--- src/rtl/pipeline_hazard_ctrl.sv ---
// Stall/flush/forward controller for the 5-stage pipeline, plus the mult/div
// busy sequencer that holds back HI/LO users while the unit is occupied.
module pipeline_hazard_ctrl #(
    parameter int MULT_CYCLES = 5,
    parameter int DIV_CYCLES  = 10
) (
    input  logic       clk,
    input  logic       rst,
    input  logic [4:0] rs_d,
    input  logic [4:0] rt_d,
    input  logic [1:0] tuse_rs_d,
    input  logic [1:0] tuse_rt_d,
    input  logic [4:0] rs_e,
    input  logic [4:0] rt_e,
    input  logic [4:0] wa_e,
    input  logic [4:0] wa_m,
    input  logic [4:0] wa_w,
    input  logic [1:0] tnew_e,
    input  logic [1:0] tnew_m,
    input  logic       md_start_e,
    input  logic       md_is_div_e,
    input  logic       md_use_d,
    output logic       stall,
    output logic       flush_e,
    output logic [1:0] fwd_rs_d,
    output logic [1:0] fwd_rt_d,
    output logic [1:0] fwd_rs_e,
    output logic [1:0] fwd_rt_e,
    output logic       md_busy
);

    localparam int CW = $clog2(DIV_CYCLES + 1);
    localparam logic [CW-1:0] MULT_LOAD = CW'(MULT_CYCLES);
    localparam logic [CW-1:0] DIV_LOAD  = CW'(DIV_CYCLES);

    typedef enum logic {
        MD_IDLE = 1'b0,
        MD_BUSY = 1'b1
    } md_state_t;

    md_state_t     state_q, state_d;
    logic [CW-1:0] cnt_q, cnt_d;

    logic rs_d_hazard;
    logic rt_d_hazard;
    logic md_hazard;

    // A source with tuse 3 is not read at all; register 0 is hardwired and never a hazard.
    always_comb begin
        rs_d_hazard = 1'b0;
        rt_d_hazard = 1'b0;
        if (rs_d != 5'd0 && tuse_rs_d != 2'd3) begin
            rs_d_hazard = (rs_d == wa_e && tuse_rs_d < tnew_e) ||
                          (rs_d == wa_m && tuse_rs_d < tnew_m);
        end
        if (rt_d != 5'd0 && tuse_rt_d != 2'd3) begin
            rt_d_hazard = (rt_d == wa_e && tuse_rt_d < tnew_e) ||
                          (rt_d == wa_m && tuse_rt_d < tnew_m);
        end
        md_hazard = md_use_d && (md_busy || md_start_e);
        stall     = rs_d_hazard || rt_d_hazard || md_hazard;
        flush_e   = stall;
    end

    // Nearest producer wins; the E-stage producer is never a forwarding source.
    always_comb begin
        fwd_rs_d = 2'd0;
        fwd_rt_d = 2'd0;
        fwd_rs_e = 2'd0;
        fwd_rt_e = 2'd0;
        if (rs_d != 5'd0) begin
            if (rs_d == wa_m && tnew_m == 2'd0) fwd_rs_d = 2'd1;
            else if (rs_d == wa_w)              fwd_rs_d = 2'd2;
        end
        if (rt_d != 5'd0) begin
            if (rt_d == wa_m && tnew_m == 2'd0) fwd_rt_d = 2'd1;
            else if (rt_d == wa_w)              fwd_rt_d = 2'd2;
        end
        if (rs_e != 5'd0) begin
            if (rs_e == wa_m && tnew_m == 2'd0) fwd_rs_e = 2'd1;
            else if (rs_e == wa_w)              fwd_rs_e = 2'd2;
        end
        if (rt_e != 5'd0) begin
            if (rt_e == wa_m && tnew_m == 2'd0) fwd_rt_e = 2'd1;
            else if (rt_e == wa_w)              fwd_rt_e = 2'd2;
        end
    end

    // A start seen while busy cannot happen in a correct pipeline, so it is ignored.
    always_comb begin
        state_d = state_q;
        cnt_d   = cnt_q;
        case (state_q)
            MD_IDLE: begin
                if (md_start_e) begin
                    state_d = MD_BUSY;
                    cnt_d   = md_is_div_e ? DIV_LOAD : MULT_LOAD;
                end
            end
            MD_BUSY: begin
                if (cnt_q <= CW'(1)) begin
                    state_d = MD_IDLE;
                    cnt_d   = '0;
                end else begin
                    cnt_d = cnt_q - CW'(1);
                end
            end
            default: begin
                state_d = MD_IDLE;
                cnt_d   = '0;
            end
        endcase
    end

    always_ff @(posedge clk) begin
        if (rst) begin
            state_q <= MD_IDLE;
            cnt_q   <= '0;
        end else begin
            state_q <= state_d;
            cnt_q   <= cnt_d;
        end
    end

    assign md_busy = (state_q == MD_BUSY);

endmodule

--- config.mk ---
export PLATFORM = sky130hd
export DESIGN_NAME = pipeline_hazard_ctrl
export DESIGN_NICKNAME = d
export VERILOG_FILES = /design/src/rtl/pipeline_hazard_ctrl.sv
export SDC_FILE = /design/constraint.sdc
export NUM_CORES = 1
export LEC_CHECK = 0
export BUFFER_PORTS_ARGS = -buffer_cell sky130_fd_sc_hd__buf_2
export CAP_MARGIN = 20
export CORE_ASPECT_RATIO = 0.75
export CORE_MARGIN = 2
export CORE_UTILIZATION = 45
export CTS_CLUSTER_DIAMETER = 120
export CTS_CLUSTER_SIZE = 30
export DETAILED_ROUTE_END_ITERATION = 7
export GPL_TIMING_DRIVEN = 0
export PLACE_DENSITY = 0.89
export SLEW_MARGIN = 15
export SYNTH_ARGS = -nofsm -noshare
export SYNTH_HDL_FRONTEND = slang
export SYNTH_SLANG_ARGS = --single-unit
export TNS_END_PERCENT = 50
--- constraint.sdc ---
create_clock -name clk -period 2.3 [get_ports clk]
set_input_delay 0.575 -clock clk [delete_from_list [all_inputs] [get_ports clk]]
set_output_delay 0.575 -clock clk [all_outputs]
set_load 0.05 [all_outputs]
==> impl_metrics.env <==
export IMPL_run_status="finished, violations left"
export IMPL_failed_checks="negative setup slack"
export IMPL_via_count=1404
export IMPL_synth_common_cells="32 x xor2_1, 16 x xnor2_1, 13 x nor2_1, 9 x a21oi_1, 8 x nor4_1"
export IMPL_diodes=0
export IMPL_hpwl_um=2754
export IMPL_drc=0
export IMPL_min_to="cnt_q[1]"
export IMPL_cts_tree="yes"
export IMPL_regArea_sq_um=100.1
export IMPL_clock_latency_ns=0.25
export IMPL_yosysTopAreaCellShare_pct=25.93
export IMPL_fp_row_count=15
export IMPL_ys_ff_latch=5
export IMPL_synth_seq_area_share_pct=9.259
export IMPL_cts_hold_buf=0
export IMPL_die_h_um=46.45
export IMPL_fin_setup_tns_ns=-1.199
export IMPL_place_gp_congestion=0.8080
export IMPL_met1_usage_pct=37.02
export IMPL_area_delta_synth_final_pct=67.71
export IMPL_coreArea_sq_um=2290
export IMPL_grt_pass1_vias=1219
export IMPL_max_freq_mhz=388.2
export IMPL_finalSetupViolCount=8
export IMPL_drt_initial_drc_count=76
export IMPL_fin_util_pct=79.18
export IMPL_worstHoldPathType="reg -> reg"
export IMPL_grt_max_degree=9
export IMPL_power_density_nw_per_um2=328.2
export IMPL_ys_top_cells_by_area="xor2_1 26%, xnor2_1 13%, dfxtp_1 9.3%"
export IMPL_power_leakage_nw=0.8024
export IMPL_clkSinkCount=5
export IMPL_worst_slack_ns=-0.2759
export IMPL_relSlewSlack_pct=66.02
export IMPL_io_pin_count=59
export IMPL_grtUsageMet3_pct=5.899
export IMPL_cap_violations=0
export IMPL_wl_per_cell_um=18.02
export IMPL_vdd_ir_drop_max_v=0.0004339
export IMPL_worst_pin_slew_ns=0.5055
export IMPL_dr_pass1_iters=4
export IMPL_r2r_cells=7
export IMPL_met2_usage_pct=46.88
export IMPL_synth_main_ff_cell="dfxtp_1"
export IMPL_top_usage_layer="met2"
export IMPL_total_power_mw=0.5951
export IMPL_start_util_pct=47.21
export IMPL_async_flop_share_pct=0
export IMPL_finClkSkew_ns=0.007453
export IMPL_rsz0062_at_grt="yes"
export IMPL_multi_input_area_sq_um=1077
export IMPL_nNetsFinal=267
export IMPL_clockBufferDepth=2
export IMPL_crit_start="rt_d[1]"
export IMPL_reg2reg_from="cnt_q[0]"
export IMPL_drive_above_1_share_pct=45.75
export IMPL_report_final_hold_viol_count=0
export IMPL_dp_slack_ns=-0.3707
export IMPL_drv_slew=0
export IMPL_synthCells=143
export IMPL_drt_wl_total_um=4433
export IMPL_cp_max_fo=3
export IMPL_hold_start="cnt_q[1]"
export IMPL_required_ns=1.73
export IMPL_antenna_found_initial=0
export IMPL_grt_first_pass_wirelength_um=5706
export IMPL_syn_area_sq_um=1081
export IMPL_yosysMostFrequentCell="xor2_1"
export IMPL_cp_arrival_ns=2.00
export IMPL_synth_edf_count=0
export IMPL_antenna_left=0
export IMPL_overflow=0
export IMPL_dieWidth_um=60.60
export IMPL_hold_depth=2
export IMPL_start_kind="primary input"
export IMPL_dieArea_sq_um=2814
export IMPL_portBuffers=55
export IMPL_fin_crit_ns=2.576
export IMPL_r2r_end="cnt_q[2]"
export IMPL_htreeDepth=1
export IMPL_ys_types=30
export IMPL_synth_avg_cell_area_sq_um=7.560
export IMPL_fin_crit_sh_pct=112.0
export IMPL_end_kind="output port"
export IMPL_cts_buffers=3
export IMPL_nFillCells=134
export IMPL_clk_pin_slew_ns=0.05
export IMPL_yosys_area_top_type="xor2_1"
export IMPL_grt_usage_pct=27.74
export IMPL_cts_root_buffer="clkbuf_4"
export IMPL_ys_warn_count=0
export IMPL_vias_per_cell=5.707
export IMPL_synth_nets=197
export IMPL_crit_type="in -> out"
export IMPL_regToRegSetupSlack_ns=0.78
==> cells in the final DEF (no fill, tap or decap), types with 4 or more instances in the layout <==
master and n:
nor4_1 4, buf_4 12, buf_6 13, ha_1 6, dfxtp_1 5, or4_4 4, a211oi_1 4, buf_8 7
inv_1 6, xnor2_1 16, xor2_1 30, nand2b_1 4, a21oi_1 8, nor2_1 7, buf_2 34
==> power breakdown <==
part	internal, mW	switching (mW)
clock network	0.0635	0.0467
registers	0.0976	0.0138
logic	0.170	0.203
total	0.331	0.264
==> final cells by class <==
cell class,count,area share (%)
Inverter,7,1.449
Tap cell,34,2.346
Multi-Input combinational cell,127,59.42
Clock buffer,3,1.242
Sequential cell,5,5.521
Buffer,4,1.311
Timing Repair Buffer,65,28.43
Clock inverter,1,0.2761
==> critical path, stage by stage <==
cell and delay, ns:
buf_8 0.10, or4_4 0.55, nor2_4 0.15, a21oi_2 0.06, nand3b_1 0.15, o2111ai_4 0.14
buf_6 0.15, buf_8 0.14
==> routing by layer <==
layer | vias up | routed length, um | share of wire [%]
li1 | 648 | - | -
met5 | - | 0 | 0
met2 | 72 | 2150 | 48
met4 | 0 | 159 | 3.6
met3 | 18 | 303 | 6.8
met1 | 666 | 1819 | 41
==> cell families (layout without fill, tap and decap cells) <==
logic type      count (synthesis)  in the layout  share of synthesized area, %
simple gates                   49             49                         25.23
xor+xnor                       48             48                         38.89
compound gates                 24             24                         15.39
buf+inv                        11             80                         4.282
fa+ha+maj                       6              6                         6.944
flops                           5              5                         9.260
==> what timing repair did <==
action                     CTS  global route
setup endpoints to repair    9            10
resized for setup           41            31
pin swaps                   10            13
buffers inserted             5             5
==> sequential cells by signal, indices dropped and copies added, names as in the netlist <==
name,cells
cnt_q,4
md_busy,1
==> how the worst max path moves through the flow <==
stage / end / slack [ns] / cells past startpoint
floorplan: stall / -0.21 / 6
global placement: stall / -0.34 / 7
detailed placement: stall / -0.37 / 7
CTS: stall / -0.20 / 8
global route: stall / -0.30 / 8
finish: stall / -0.28 / 8
==> stage by stage <==
stage	hold WS (ns)	instance area, sq um	instances
finish	0.5333	1813	246
detailed placement	0.5247	1468	232
CTS	0.5336	1675	241
global placement	0.5170	1468	232
global route	0.5621	1813	246
floorplan	0.4862	1150	143
Power figures use the tool's default switching activity.
